==> src/rtl/wm_led_pkg.sv <==
// Shared types for the washing-machine LED sequencer: programme states,
// selection encodings and the registered LED bundle.
package wm_led_pkg;

  typedef enum logic [2:0] {
    S_LEVEL,
    S_TEMP,
    S_WASH,
    S_RINSE,
    S_DRY,
    S_DONE
  } state_t;

  localparam logic [1:0] LVL_LOW  = 2'd0;
  localparam logic [1:0] LVL_MID  = 2'd1;
  localparam logic [1:0] LVL_HIGH = 2'd2;

  localparam logic [1:0] TMP_HOT  = 2'd0;
  localparam logic [1:0] TMP_COLD = 2'd1;
  localparam logic [1:0] TMP_BOTH = 2'd2;

  typedef struct packed {
    logic wash;
    logic rinse;
    logic dry;
    logic water_height;
    logic hot_cold;
    logic water_high;
    logic water_mid;
    logic water_low;
    logic hot_only;
    logic cold_only;
    logic hot_and_cold;
  } led_t;

  // Selections above the top encoding saturate to the top encoding.
  function automatic logic [1:0] clamp_sel(input int unsigned v);
    if (v > 2) return 2'd2;
    return v[1:0];
  endfunction

endpackage

==> src/rtl/wm_tick_gen.sv <==
// Free-running divider producing a one-cycle tick every TICK_CYCLES clocks.
module wm_tick_gen #(
  parameter int unsigned TICK_CYCLES = 125_000_000
) (
  input  logic clk,
  input  logic reset,
  output logic tick
);

  localparam int unsigned TC = (TICK_CYCLES == 0) ? 1 : TICK_CYCLES;
  localparam int unsigned CW = (TC > 1) ? $clog2(TC) : 1;
  localparam logic [CW-1:0] LAST = CW'(TC - 1);

  logic [CW-1:0] cnt;

  always_ff @(posedge clk or posedge reset) begin
    if (reset) begin
      cnt <= '0;
    end else if (cnt == LAST) begin
      cnt <= '0;
    end else begin
      cnt <= cnt + 1'b1;
    end
  end

  assign tick = (cnt == LAST);

endmodule

==> src/rtl/wm_led_ctrl.sv <==
// Washing-machine front-panel LED sequencer running a fixed programme.
// Optional macro WM_LED_BLINK_EN makes the active wash/rinse/dry LED blink per tick.
module wm_led_ctrl
  import wm_led_pkg::*;
#(
  parameter int unsigned TICK_CYCLES  = 125_000_000,
  parameter int unsigned SEL_TICKS    = 3,
  parameter int unsigned WASH_TICKS   = 10,
  parameter int unsigned RINSE_TICKS  = 6,
  parameter int unsigned RINSE_REPEAT = 2,
  parameter int unsigned DRY_TICKS    = 8,
  parameter int unsigned WATER_LEVEL  = 2,
  parameter int unsigned TEMP_MODE    = 2
) (
  input  logic clk,
  input  logic reset,
  output logic red_led_wash,
  output logic red_led_rinse,
  output logic red_led_dry,
  output logic red_led_water_height,
  output logic red_led_hot_cold,
  output logic green_led_water_high,
  output logic green_led_water_mid,
  output logic green_led_water_low,
  output logic green_led_hot_only,
  output logic green_led_cold_only,
  output logic green_led_hot_cold
);

  localparam logic [31:0] SEL_DUR   = (SEL_TICKS == 0)    ? 32'd1 : 32'(SEL_TICKS);
  localparam logic [31:0] WASH_DUR  = (WASH_TICKS == 0)   ? 32'd1 : 32'(WASH_TICKS);
  localparam logic [31:0] RINSE_DUR = (RINSE_TICKS == 0)  ? 32'd1 : 32'(RINSE_TICKS);
  localparam logic [31:0] DRY_DUR   = (DRY_TICKS == 0)    ? 32'd1 : 32'(DRY_TICKS);
  localparam logic [31:0] PASSES    = (RINSE_REPEAT == 0) ? 32'd1 : 32'(RINSE_REPEAT);
  localparam logic [1:0]  LEVEL_SEL = clamp_sel(WATER_LEVEL);
  localparam logic [1:0]  TEMP_SEL  = clamp_sel(TEMP_MODE);

  state_t      state, next_state;
  logic [31:0] phase_cnt, pass_cnt, dur;
  logic        tick, last_tick, last_pass, phase_on;
  logic        water_on, temp_on;
  led_t        led_d, led_q;

  wm_tick_gen #(.TICK_CYCLES(TICK_CYCLES)) u_tick (
    .clk   (clk),
    .reset (reset),
    .tick  (tick)
  );

  always_ff @(posedge clk or posedge reset) begin
    if (reset) begin
      state     <= S_LEVEL;
      phase_cnt <= '0;
      pass_cnt  <= '0;
    end else begin
      state <= next_state;
      if (last_tick) begin
        phase_cnt <= '0;
      end else if (tick && state != S_DONE) begin
        phase_cnt <= phase_cnt + 32'd1;
      end
      if (last_tick && state == S_RINSE) begin
        pass_cnt <= last_pass ? 32'd0 : pass_cnt + 32'd1;
      end
    end
  end

`ifdef WM_LED_BLINK_EN
  logic blink_off;

  // Blink phase restarts on every state entry so the LED is lit first.
  always_ff @(posedge clk or posedge reset) begin
    if (reset) begin
      blink_off <= 1'b0;
    end else if (next_state != state) begin
      blink_off <= 1'b0;
    end else if (tick) begin
      blink_off <= ~blink_off;
    end
  end

  assign phase_on = ~blink_off;
`else
  assign phase_on = 1'b1;
`endif

  always_comb begin
    dur        = 32'd1;
    next_state = state;
    led_d      = '0;
    water_on   = 1'b0;
    temp_on    = 1'b0;

    case (state)
      S_LEVEL, S_TEMP: dur = SEL_DUR;
      S_WASH:          dur = WASH_DUR;
      S_RINSE:         dur = RINSE_DUR;
      S_DRY:           dur = DRY_DUR;
      default:         dur = 32'd1;
    endcase

    last_tick = tick && (state != S_DONE) && (phase_cnt == dur - 32'd1);
    last_pass = (pass_cnt == PASSES - 32'd1);

    if (last_tick) begin
      case (state)
        S_LEVEL: next_state = S_TEMP;
        S_TEMP:  next_state = S_WASH;
        S_WASH:  next_state = S_RINSE;
        S_RINSE: next_state = last_pass ? S_DRY : S_RINSE;
        S_DRY:   next_state = S_DONE;
        default: next_state = S_DONE;
      endcase
    end

    case (state)
      S_LEVEL: begin
        led_d.water_height = 1'b1;
        water_on           = 1'b1;
      end
      S_TEMP: begin
        led_d.hot_cold = 1'b1;
        water_on       = 1'b1;
        temp_on        = 1'b1;
      end
      S_WASH: begin
        led_d.wash = phase_on;
        water_on   = 1'b1;
        temp_on    = 1'b1;
      end
      S_RINSE: begin
        led_d.rinse = phase_on;
        water_on    = 1'b1;
        temp_on     = 1'b1;
      end
      S_DRY: begin
        led_d.dry = phase_on;
        water_on  = 1'b1;
        temp_on   = 1'b1;
      end
      default: begin
        led_d.wash  = 1'b1;
        led_d.rinse = 1'b1;
        led_d.dry   = 1'b1;
      end
    endcase

    led_d.water_high   = water_on && (LEVEL_SEL == LVL_HIGH);
    led_d.water_mid    = water_on && (LEVEL_SEL == LVL_MID);
    led_d.water_low    = water_on && (LEVEL_SEL == LVL_LOW);
    led_d.hot_only     = temp_on && (TEMP_SEL == TMP_HOT);
    led_d.cold_only    = temp_on && (TEMP_SEL == TMP_COLD);
    led_d.hot_and_cold = temp_on && (TEMP_SEL == TMP_BOTH);
  end

  // Registered decode: the panel shows the state one clock after it changes.
  always_ff @(posedge clk or posedge reset) begin
    if (reset) begin
      led_q <= '0;
    end else begin
      led_q <= led_d;
    end
  end

  assign red_led_wash         = led_q.wash;
  assign red_led_rinse        = led_q.rinse;
  assign red_led_dry          = led_q.dry;
  assign red_led_water_height = led_q.water_height;
  assign red_led_hot_cold     = led_q.hot_cold;
  assign green_led_water_high = led_q.water_high;
  assign green_led_water_mid  = led_q.water_mid;
  assign green_led_water_low  = led_q.water_low;
  assign green_led_hot_only   = led_q.hot_only;
  assign green_led_cold_only  = led_q.cold_only;
  assign green_led_hot_cold   = led_q.hot_and_cold;

endmodule

==> config.mk <==
export PLATFORM = sky130hd
export DESIGN_NAME = wm_led_ctrl
export DESIGN_NICKNAME = d
export VERILOG_FILES = /design/src/rtl/wm_led_pkg.sv /design/src/rtl/wm_tick_gen.sv /design/src/rtl/wm_led_ctrl.sv
export SDC_FILE = /design/constraint.sdc
export NUM_CORES = 1
export LEC_CHECK = 0
export BUFFER_PORTS_ARGS = -buffer_cell sky130_fd_sc_hd__buf_2
export CAP_MARGIN = 5
export CELL_PAD_IN_SITES_DETAIL_PLACEMENT = 2
export CELL_PAD_IN_SITES_GLOBAL_PLACEMENT = 2
export CORE_MARGIN = 5
export CORE_UTILIZATION = 40
export DETAILED_ROUTE_END_ITERATION = 10
export PLACE_DENSITY_LB_ADDON = 0.1
export SLEW_MARGIN = 20
export SYNTH_ARGS = -nofsm -noshare
export SYNTH_HDL_FRONTEND = slang
export SYNTH_SLANG_ARGS = --single-unit
==> constraint.sdc <==
create_clock -name clk -period 3.6 [get_ports clk]
set_input_delay 0.72 -clock clk [delete_from_list [all_inputs] [get_ports clk]]
set_output_delay 0.72 -clock clk [all_outputs]
set_load 0.01 [all_outputs]
==> metrics.cfg <==
[critical_path]
cp_data_required_time_ps = 3880
worstReg2RegStart = state[2]
r2r.worst_path.cells = 10
critPathTopFamily = simple AND/OR/NAND/NOR gates
crit_top_cell = xor2_1
cp_max_fo = 35
worst-path-buf-inv = 1
critical_path.slowest_cell = dfrtp_1
max_stage_delay_ps = 580
rrSetupSlack_ps = 420
path_cells = nor2b_1 > or2_2 > ha_1 > xor2_1 > nand4_1 > a21oi_1 > nand4_4 > buf_4 > nor4b_1 > xor2_1
crit_path_end_kind = register
worstReg2RegEnd = pass_cnt[23]
cp-start-kind = register
crit_arrival_ps = 3460
criticalPathCategory = reg -> reg

[power_and_ir_drop]
p_per_area_nw_per_um2 = 382.4
peakVddDrop_mv = 0.3384
p_leak_nw = 2.497

[global_routing]
grt_pass1_wl_mm = 20.73
grt_max_degree = 67
grt-ovfl-total = 0
grt_pass1_vias = 4032
grt_usage_pct = 17.69
antenna_found_initial = 0

[timing]
drv_slew = 0
maxSlewHeadroom_pct = 53.62
min_period_ps = 3184
max_freq_mhz = 314.1
worst_slack_ps = 416.2
period_share_pct = 88.44
skew_ps = 7.103
worst_pin_slew_ps = 690.4
final-hold-violation-count = 0
setup_viol = 0
rsz0062_at_grt = false
tns_ps = 0

[yosys]
synth-warning-count = 0
ys_types = 46
synth_edf_count = 0
synth_area_leaders = dfrtp_1, xor2_1, xnor2_1, nand3_1, nor2_1
avgSynthCellArea_um2 = 10.19
synth_top_area_cell = dfrtp_1
ys_ff_latch = 101
ys_seq_area_share_pct = 50.64
syn-instance-count = 490
synthFlopType = dfrtp_1
yosysTopAreaCellShare_pct = 50.64
async_flop_share_pct = 100.0
synth_area_um2 = 4991

[status]
status = complete, no violations

[cells_and_area]
drive_above_1_share_pct = 7.600
syn2layout_area_growth_pct = 9.627
seq_area_um2 = 2527
layout_common_cells = dfrtp_1, xor2_1, nor2_1
fin_nets = 503
multi_input_area_um2 = 2306
fillers = 1304
final_common_cell = dfrtp_1
antenna_cells = 0

[die]
core_area_um2 = 12110
ios = 13
fp.dieW_um = 121.7
rows = 40
initial_utilization_pct = 41.21
dieArea_um2 = 14810
die_h_um = 121.7

[clock_tree]
cts_tree = built
cts.sinks = 101
post_cts_resized = 0
root_buffer = clkbuf_16
clkTransAtPathRegs_ps = 70
clock_latency_ps = 350
hold_buffers = 0
clock_path_buffers = 2
cts_max_level = 3
cts_buffers = 9
postCtsSetupBuffers = 0

[route]
remaining_drc_errors = 0
vias = 3640
dr.pass1.iters = 4
viasPerCell = 5.449
drt_first_iter_violations = 119
totalWireLength_mm = 11.90
ant_nets = 0
post_drt_wl_per_cell_um = 17.82

[min_path]
hold_class = in -> async

[placed_design]
portBuffers = 8
gp_congestion = 0.7196
hpwl_mm = 8.197
pre_cts_ws_ps = 450.6

[job]
max-cap-violations = 0

-- metrics by stage --
stage / area, um2 / util, % / cells / hold slack, ps / power, mW
finish: 5472 / 45.18 / 668 / 385.3 / 2.093
CTS: 5472 / 45.18 / 668 / 388.3 / 2.132
detailed placement: 5192 / 42.87 / 653 / 471.1 / 1.186
global placement: 5192 / 42.87 / 653 / 465.0 / 1.185
global route: 5472 / 45.18 / 668 / 419.1 / 2.181
floorplan: 5002 / - / 493 / 442.9 / 1.178
-- how the worst max path moves through the flow --
stage | from | end | slack [ps] | cells past startpoint
after floorplan | reset | green_led_hot_cold | 230 | 1
after global placement | state[2] | pass_cnt[23] | 640 | 10
after detailed placement | state[2] | pass_cnt[23] | 450 | 10
after CTS | state[2] | pass_cnt[23] | 430 | 10
after global routing | state[2] | pass_cnt[28] | 150 | 10
final | state[2] | pass_cnt[23] | 420 | 10
-- cell families after synthesis --
| kind of cell | after synthesis | share of synthesized area (%) |
|---|---|---|
| AND/OR/NAND/NOR | 240 | 27.35 |
| flip-flops | 101 | 50.64 |
| XOR/XNOR | 79 | 13.86 |
| buffers and inverters | 37 | 3.384 |
| AO/OA/AOI/OAI | 25 | 3.008 |
| adder cells (fa/ha/maj) | 6 | 1.454 |
| other | 1 | 0.07513 |
| multiplexers | 1 | 0.2256 |
-- area by class of cell --
class | instances | share of cell area, %
Clock inverter | 1 | 0.09147
Clock buffer | 14 | 5.008
Inverter | 17 | 1.212
Sequential cell | 101 | 46.19
Tap cell | 168 | 3.842
Multi-Input combinational cell | 355 | 42.14
Timing Repair Buffer | 12 | 1.509
-- power by group --
part | internal (mW) | leakage, nW | switching, mW
Sequential | 1.13 | 1.39 | 0
Combinational | 0.00288 | 0.971 | 0.0247
Clock | 0.521 | 0.139 | 0.409
-- sequential cells by signal (all words and copies together) (netlist names) --
signal	cells
phase_cnt	32
red_led_water_height	1
u_tick.cnt	27
red_led_wash	1
red_led_rinse	1
state	3
green_led_water_high	1
red_led_hot_cold	1
green_led_hot_cold	1
pass_cnt	32
red_led_dry	1
-- per-layer routing --
metal	up-vias	part of all wire, %	global-route usage, %
met3	11	2.3	4.596
li1	1722	-	-
met2	23	50	30.36
met4	0	1.1	4.902
met1	1884	47	22.06
met5	-	0	0
-- cells in the mapped netlist, types with 3 or more instances --
cell type	number
nand4_1	25
nand3_1	35
nor2b_1	5
nor4_2	7
xnor2_1	33
buf_2	6
buf_4	4
nor4_1	16
nor3b_1	4
o31ai_1	3
nor2_1	42
dfrtp_1	101
o21ai_0	13
inv_1	17
nor4b_1	3
and4_1	8
clkbuf_1	9
nor3_1	27
nand2_1	36
nand2b_1	3
and3_1	8
or3_1	5
ha_1	5
xor2_1	46
No activity file was read; power rests on OpenSTA's default activity.
